File: config.mk
export PLATFORM = sky130hd
export DESIGN_NAME = mii_tx_framer
export DESIGN_NICKNAME = d
export VERILOG_FILES = /design/src/rtl/mii_tx_framer.sv
export SDC_FILE = /design/constraint.sdc
export NUM_CORES = 1
export LEC_CHECK = 0
export CAP_MARGIN = 10
export CORE_ASPECT_RATIO = 1.1
export CORE_MARGIN = 2
export CORE_UTILIZATION = 69
export CTS_BUF_LIST = sky130_fd_sc_hd__clkbuf_8
export DETAILED_ROUTE_END_ITERATION = 10
export PLACE_DENSITY = 0.92
export RECOVER_POWER = 100
export SLEW_MARGIN = 40
export SYNTH_ARGS = -nofsm -noshare
export SYNTH_HDL_FRONTEND = slang
export SYNTH_SLANG_ARGS = --single-unit
File: constraint.sdc
create_clock -name clk -period 6.3 [get_ports clk]
set_input_delay 1.26 -clock clk [delete_from_list [all_inputs] [get_ports clk]]
set_output_delay 1.26 -clock clk [all_outputs]
set_load 0.05 [all_outputs]
File: src/rtl/mii_tx_framer.sv
// mii_tx_framer: turns a byte stream into an MII transmit nibble stream.
// Adds preamble/SFD, zero-pads short frames, appends the Ethernet FCS and
// holds the line idle for the inter-frame gap. A source that stalls
// mid-frame gets the frame aborted with TX_ER, and the rest of its bytes
// are discarded.
//
// Ports
//   clk, rst           MII transmit clock; asynchronous active-low reset.
//                      rst is expected to be released synchronously to clk.
//   s_tdata/s_tvalid   byte stream in, destination MAC first, no FCS
//   s_tready           byte taken on a cycle with s_tvalid & s_tready
//   s_tlast/s_tuser    last byte of frame / byte is errored
//   phy_txd            registered MII transmit nibble
//   phy_tx_en          registered MII transmit enable
//   phy_tx_er          registered MII transmit error
//   busy               high whenever the FSM is not in IDLE
//   frame_done         one-cycle pulse on the last FCS nibble
//   underflow          one-cycle pulse when the source starves mid-frame
//
// state    | meaning
// IDLE     | line quiet, waiting for s_tvalid
// PREAMBLE | fifteen 0x5 nibbles then 0xD; first byte taken on the 0xD cycle
// DATA     | byte being sent, low nibble then high nibble
// PAD      | zero byte being sent to reach the minimum frame length
// FCS      | eight nibbles of inverted CRC, least significant first
// DRAIN    | frame aborted; swallowing bytes through s_tlast
// IFG      | inter-frame gap, phy_tx_en low

module mii_tx_framer #(
  parameter int MIN_FRAME_BYTES = 60,
  parameter int IFG_CYCLES      = 24
) (
  input  logic       clk,
  input  logic       rst,
  input  logic [7:0] s_tdata,
  input  logic       s_tvalid,
  output logic       s_tready,
  input  logic       s_tlast,
  input  logic       s_tuser,
  output logic [3:0] phy_txd,
  output logic       phy_tx_en,
  output logic       phy_tx_er,
  output logic       busy,
  output logic       frame_done,
  output logic       underflow
);

  localparam logic [10:0] MIN_BYTES = 11'(MIN_FRAME_BYTES);
  localparam logic [15:0] IFG_LOAD  = (IFG_CYCLES > 0) ? 16'(IFG_CYCLES - 1) : 16'd0;
  localparam logic [31:0] CRC_INIT  = 32'hFFFF_FFFF;

  typedef enum logic [2:0] {IDLE, PREAMBLE, DATA, PAD, FCS, DRAIN, IFG} state_t;

  state_t      state;
  logic [3:0]  nib_cnt;
  logic        hi_nib;
  logic [3:0]  byte_hi;
  logic        byte_last;
  logic [10:0] byte_cnt;
  logic [31:0] crc;
  logic [15:0] ifg_cnt;

  logic        in_payload;
  logic        start;
  logic        take;
  logic        starve;
  logic        payload_end;
  logic        enter_gap;
  logic        pad_more;
  logic [10:0] byte_next;

  function automatic logic [31:0] crc_byte(input logic [31:0] c, input logic [7:0] d);
    logic [31:0] r;
    r = c;
    for (int i = 0; i < 8; i++) begin
      r = (r[0] ^ d[i]) ? ({1'b0, r[31:1]} ^ 32'hEDB8_8320) : {1'b0, r[31:1]};
    end
    return r;
  endfunction

  // Each event below is exclusive of the others, so the register block can
  // treat them as a priority chain and fall back to per-state nibble stepping.
  always_comb begin
    in_payload  = (state == PREAMBLE) || (state == DATA);
    start       = s_tvalid && ((state == IDLE) || ((state == IFG) && (ifg_cnt == 16'd0)));
    take        = in_payload && s_tready && s_tvalid;
    starve      = in_payload && s_tready && !s_tvalid;
    payload_end = hi_nib && (((state == DATA) && byte_last) || (state == PAD));
    enter_gap   = ((state == FCS) && (nib_cnt == 4'd7)) ||
                  ((state == DRAIN) && s_tready && s_tvalid && s_tlast);
    pad_more    = byte_cnt < MIN_BYTES;
    byte_next   = (byte_cnt == 11'h7FF) ? byte_cnt : byte_cnt + 11'd1;
  end

  always_ff @(posedge clk or negedge rst) begin
    if (!rst) begin
      state      <= IDLE;
      nib_cnt    <= 4'd0;
      hi_nib     <= 1'b0;
      byte_hi    <= 4'd0;
      byte_last  <= 1'b0;
      byte_cnt   <= 11'd0;
      crc        <= CRC_INIT;
      ifg_cnt    <= 16'd0;
      s_tready   <= 1'b0;
      phy_txd    <= 4'd0;
      phy_tx_en  <= 1'b0;
      phy_tx_er  <= 1'b0;
      busy       <= 1'b0;
      frame_done <= 1'b0;
      underflow  <= 1'b0;
    end else begin
      frame_done <= 1'b0;
      underflow  <= 1'b0;
      if (start) begin
        state     <= PREAMBLE;
        busy      <= 1'b1;
        nib_cnt   <= 4'd0;
        byte_cnt  <= 11'd0;
        crc       <= CRC_INIT;
        phy_txd   <= 4'h5;
        phy_tx_en <= 1'b1;
        phy_tx_er <= 1'b0;
        s_tready  <= 1'b0;
      end else if (take) begin
        state     <= DATA;
        hi_nib    <= 1'b0;
        byte_hi   <= s_tdata[7:4];
        byte_last <= s_tlast;
        byte_cnt  <= byte_next;
        crc       <= crc_byte(crc, s_tdata);
        phy_txd   <= s_tdata[3:0];
        phy_tx_er <= s_tuser;
        s_tready  <= 1'b0;
      end else if (starve) begin
        // One error nibble while tx_en is still high, then go quiet.
        state     <= DRAIN;
        phy_txd   <= 4'd0;
        phy_tx_er <= 1'b1;
        underflow <= 1'b1;
        s_tready  <= 1'b0;
      end else if (payload_end) begin
        phy_tx_er <= 1'b0;
        if (pad_more) begin
          state    <= PAD;
          hi_nib   <= 1'b0;
          byte_cnt <= byte_next;
          crc      <= crc_byte(crc, 8'h00);
          phy_txd  <= 4'd0;
        end else begin
          state   <= FCS;
          nib_cnt <= 4'd0;
          phy_txd <= ~crc[3:0];
          crc     <= {4'h0, crc[31:4]};
        end
      end else if (enter_gap) begin
        phy_txd   <= 4'd0;
        phy_tx_en <= 1'b0;
        phy_tx_er <= 1'b0;
        s_tready  <= 1'b0;
        if (IFG_CYCLES > 0) begin
          state   <= IFG;
          ifg_cnt <= IFG_LOAD;
        end else begin
          state <= IDLE;
          busy  <= 1'b0;
        end
      end else begin
        case (state)
          PREAMBLE: begin
            nib_cnt  <= nib_cnt + 4'd1;
            phy_txd  <= (nib_cnt == 4'd14) ? 4'hD : 4'h5;
            s_tready <= (nib_cnt == 4'd14);
          end
          // Only the low-nibble cycle reaches here; tx_er keeps the byte's flag.
          DATA, PAD: begin
            hi_nib   <= 1'b1;
            phy_txd  <= (state == DATA) ? byte_hi : 4'd0;
            s_tready <= (state == DATA) && !byte_last;
          end
          FCS: begin
            nib_cnt    <= nib_cnt + 4'd1;
            phy_txd    <= ~crc[3:0];
            crc        <= {4'h0, crc[31:4]};
            frame_done <= (nib_cnt == 4'd6);
          end
          DRAIN: begin
            phy_txd   <= 4'd0;
            phy_tx_en <= 1'b0;
            phy_tx_er <= 1'b0;
            s_tready  <= 1'b1;
          end
          IFG: begin
            if (ifg_cnt == 16'd0) begin
              state <= IDLE;
              busy  <= 1'b0;
            end else begin
              ifg_cnt <= ifg_cnt - 16'd1;
            end
          end
          IDLE: begin
          end
          default: begin
            state <= IDLE;
            busy  <= 1'b0;
          end
        endcase
      end
    end
  end

endmodule

Word level (Yosys, flattened, before mapping). Index checks and enable logic that the tools add are counted.

$add $sub $neg: 3. Magnitude comparators: 1. Equal/unequal tests: 27. Muxes and demuxes: 94. Bitwise operators: 28. Reduce and logical (&&, ||, !) cells: 43.

Operators by type and width (number): two-way mux 32 bit (23); inverter 13 -> 14 bit (15); two-way mux 11 bit (6); two-way mux 4 bit (15); two-way mux 16 bit (3); two-way mux 1 bit (36); two-way mux 3 bit (7); zero test 16 bit (1); one-hot mux 4 bit (4 select lines) (1); subtractor 16 x 1 -> 16 bit (second input constant) (1); nonzero test 3 bit (5); logical AND 1 bit (12); != test 2 bit (second input constant) (6); != test 3 bit (second input constant) (4); AND reduction 6 bit (2); adder 11 x 1 -> 11 bit (second input constant) (1); == test 11 bit (second input constant) (1); less-than comparator 11 x 6 -> 1 bit (second input constant) (1); AND reduction 5 bit (2); == test 3 bit (second input constant) (3); nonzero test 9 bit (1); == test 4 x 3 -> 1 bit (second input constant) (2); != test 4 bit (second input constant) (2); bitwise XOR 1 bit (8); 25 further kinds (38).

Register bits after elaboration: 82. Input port bits: 13. Logic and storage cells: 211.

Depth between registers and ports, before layout.
Depth in word-level cells: 21. Mapped depth: 10. Gate-level depth less buffers: 8.

Worst setup path before layout. No wires, ideal clock.

Kind: input to register. Start: input s_tdata[0]. End: register crc[4]. Library setup time: 0.098 ns. Data arrival time: 2.736 ns. Path slack: 3.467 ns. Stages: 6. Cells stage by stage: xnor2_1 xnor3_1 xnor2_1 a221o_1 a22oi_1 a22oi_1.

Longest elaborated chain between the ends: 12.

RTL lines: from (decl) (RTL line 35) `input logic [7:0] s_tdata,`; bitwise XOR 1 bit (RTL line 76) `r = (r[0] ^ d[i]) ? ({1'b0, r[31:1]} ^ 32'hEDB8_8320) : {1'b0, r[31:1]};`; two-way mux 32 bit (6 in a row) (RTL line 76); bitwise XOR 1 bit (RTL line 76); two-way mux 32 bit (2 in a row) (RTL line 76); two-way mux 32 bit (RTL line 125) `end else if (take) begin`; two-way mux 32 bit (RTL line 115) `if (start) begin`; to (signal assigned) (RTL line 131) `crc <= crc_byte(crc, s_tdata);`; to (signal assigned) (RTL line 148) `crc <= crc_byte(crc, 8'h00);`; to (signal assigned) (RTL line 154) `crc <= {4'h0, crc[31:4]};`; to (decl) (RTL line 60) `logic [31:0] crc;`.

Every way passes these cells. A chain may end at the register's enable or synchronous reset.

Worst setup path in the final report.
Start: input s_tvalid. End: register crc[4].

Longest elaborated chain between the ends: 5.

RTL lines: from (decl) (RTL line 36) `input logic s_tvalid,`; logical AND 1 bit (2 in a row) (RTL line 90) `((state == DRAIN) && s_tready && s_tvalid && s_tlast);`; logical OR 1 bit (RTL line 89) `enter_gap = ((state == FCS) && (nib_cnt == 4'd7)) ||`; != test 4 bit (no line); AND reduction 3 bit (no line).

Several ways; a longest one is shown, not always the timed one.

==> results.md <==
- Num ports: 23
- Avg Inst Size Synth: around 9.3 um^2
- CTS Buf Count: 9
- Critical-path top delay cell: clkbuf_1
- Cell variety after synth: roughly 80
- R2R cell count: 8
- H-Tree Depth: 3
- Status: completed
- Sw frac: 0.4770
- Drt total wl: between 15 and 20 mm
- Hold WC Path Type: register to register
- Synthesized area: approximately 0.0063 mm^2
- Share of layout cells above drive strength 1: 0.1244
- Die W: 94.82 um
- Fmax: roughly 0.24 GHz
- Starting Density: 0.7090
- PwrDens: about 630 mW/mm^2
- Routed length on met3: approximately 1.4 mm
- Final Hold Vio Count: 0
- Clock sink total: a little over 80
- Comb pwr share: 0.632
- Slew Limit Fails: 0
- WL met1: roughly 6.1 mm
- Worst path required time: 6540 ps
- Reg2reg end: state[0]
- CP endpoint kind: register
- GRT Resource Usage Total: 0.3582
- Cell family with most CP delay: buffers and inverters
- Post-Synthesis Net Count: 693
- Antenna violations before repair: 0
- Power, Total: around 4.2 mW
- Worst-path fanout max: 24
- Int Pwr: about 2.2 mW
- Leak pwr: about 2.6 nW
- Max Used Layer: met4
- Hold EP: byte_hi[2]
- Wire length on met2: roughly 8.2 mm
- Kind of critical path: primary input to register
- EDFF count, synth: 0
- Critical Path AT: 4490 ps
- Worst Hold Depth: 2
- Clock period minus worst slack: around 4200 ps
- Yosys warns: 0
- Final cell count without fillers: about 790
- Peak supply drop: about 410 uV
- # DRC: 0
- Primary FF master, synth: dfrtp_1
- Ant. Diodes: 0
- Flop2flop setup slack: about 2700 ps
- Largest net degree at the start of global routing: 83
- CTS max path bufs: 2
- Floorplan row count: 36
- Crit-path max cell delay: between 900 and 1000 ps
- WP buf/inv: 2
- Remaining antenna violation count after routing: 0
- Sequential cell area: 0.002092 mm^2
- Flop pwr share: 0.264
- Rel. slew slack: 0.1235
- Multi-input gate area: between 0.003 and 0.004 mm^2
- Final #Nets: just under 700
- P_sw: ~2 mW
- RR Startpoint: ifg_cnt[0]
- Critical Path, Cell by Cell: dlygate4sd3_1 -> and3_1 -> clkbuf_1 -> nor2_1 -> a221o_1 -> a22oi_1 -> a22oi_1
- CTS root buf: clkbuf_8
- Hold_sp: byte_hi[2]
- Clock share of power: 0.103
- Synth-to-Final Area Change: 5.697%
- Cells after Synth: about 670
- CTS tree: done
- Setup Fix Bufs, Post-CTS: 0
- Final GP Congestion: about 1
- Die Area: 0.009851 mm^2
- Die height: about 100 um
- Routed via count: roughly 5.4k
- Worst skew pair latency: 360 ps
- Period Utilization, post-route: 0.6742
- Placed Instances: 773
- Drt initial violations: about 540
- Dpl hpwl: about 11 mm
- Final Util: 0.7494
- Routed wire per std cell: ~21 um
- Setup Skew: between 10 and 15 ps
- Global-route wire length before repair: 27.69 mm
- Grt ovf: 0
- Cells resized by post-CTS repair: 0
- PortBufs: 22
- Synth Register Bits: ~80
- Via/cell ratio: slightly below 7
- Sequential fraction of the synthesis area: 0.3342
- CP most frequent cell: a22oi_1
- Core Box Area: between 0.008 and 0.009 mm^2
- TritonRoute pass-1 iters: 6
- # fillers: roughly 650
- Max_cap viols: 0
- RSZ-0062 raised after global routing: no
- Async SR Flop Fraction: 1.000
- Worst slew pin tran: approximately 1300 ps
- Critical path launch point type: primary input
- Vias in the first global route: 5586
- Cts hold-fix bufs: 0
- Setup TNS: 0 ps
- # setup viols final: 0
- Clock slew at reported path FFs: 90 ps
power groups by stage:
| stage | Sequential [mW] | Combinational, mW | Clock [mW] |
|---|---|---|---|
| 2_1_floorplan | 1.00 | 2.16 | 0 |
| 3_3_place_gp | 1.09 | 2.49 | 0 |
| 3_5_place_dp | 1.10 | 2.59 | 0 |
| 4_1_cts | 1.10 | 2.63 | 0.437 |
| 5_1_grt | 1.13 | 2.86 | 0.457 |
| 6_report | 1.11 | 2.65 | 0.432 |
final cells by class:
class	instances	area share
timing repair buffer	28	0.03858
tap	114	0.02156
sequential	82	0.3162
inverter	12	0.006808
clock inverter	5	0.01078
multi-input combinational	537	0.5832
clock buffer	11	0.02288
routing by layer:
layer  up-vias  GRT usage
li1       2397          -
met1      2616     0.4387
met2       332     0.5740
met3        96    0.05797
met4         0     0.2381
met5         -          0
flip-flops by register name (all words and copies together), names as in the netlist, 3 cells and up:
signal	cells
nib_cnt	4
state	3
crc	32
phy_txd	4
ifg_cnt	16
byte_cnt	11
byte_hi	4
placed cells by master (no fill, tap or decap), types with 10 or more instances in the layout:
cell,count
a21oi_1,21
inv_1,15
xor2_1,36
dfrtp_1,50
a32oi_1,10
o21ai_0,34
clkbuf_8,11
dlygate4sd3_1,11
mux2_2,12
xnor2_1,91
o211ai_1,15
nand3_1,16
clkdlybuf4s50_1,10
nor3_1,24
a22oi_1,10
dfstp_2,32
nand2_1,70
nor2_1,58
how the worst max path moves through the flow:
stage          depth (start not counted)  slack, ps         end        from
6_report                               7       2050      crc[4]    s_tvalid
5_1_grt                                7       1940      crc[4]    s_tvalid
4_1_cts                                6       2740  phy_txd[3]    s_tvalid
3_5_place_dp                           6       2380  phy_txd[2]    s_tvalid
3_3_place_gp                           7       2390      crc[4]    s_tvalid
2_1_floorplan                          6       3470      crc[4]  s_tdata[0]
worst min-delay path: cells and delay by family (launching register included):
kind             cells  cell delay, ps
AND/OR/NAND/NOR      2             110
flip-flops           1             360
stage by stage:
stage / area [um^2] / setup WS [ps] / hold slack (ps)
6_report: 6616 / 2053 / 507.7
4_1_cts: 6664 / 2743 / 494.6
2_1_floorplan: 6260 / 3467 / 446.0
3_5_place_dp: 6441 / 2377 / 475.7
3_3_place_gp: 6434 / 2390 / 465.8
5_1_grt: 6616 / 1944 / 532.5
cell usage after synthesis (all sizes together) (4+ instances only):
cell type	instances	area [um^2]
a22oi	10	75.07
inv	12	45.04
xor2	38	370.4
o211ai	16	125.1
mux2i	6	60.06
nand3	16	80.08
clkbuf	16	60.06
nand2b	5	31.28
buf	26	175.2
nand2	71	269.0
dfstp	32	840.8
and3	7	43.79
xnor2	98	933.4
a32oi	10	87.58
a21oi	23	126.4
nor4	7	43.79
o21a	5	37.54
ha	7	87.58
o221ai	6	58.80
nor3	24	125.1
a31oi	6	37.54
nor2	59	237.7
and2	4	25.02
a221o	5	50.05
o21ai	34	170.2
a211oi	4	42.54
xnor3	5	112.6
dfrtp	50	1251
mux2	12	135.1
o22ai	4	31.28
kinds of logic after synthesis:
logic type / count (synthesis) / synth area share
multiplexers: 18 / 0.03118
buffers and inverters: 54 / 0.04477
XOR/XNOR: 141 / 0.2263
adder cells (fa/ha/maj): 7 / 0.01399
AND/OR/NAND/NOR: 214 / 0.1649
flip-flops: 82 / 0.3342
AO/OA/AOI/OAI: 157 / 0.1847
No activity file was read; power rests on OpenSTA's default activity.
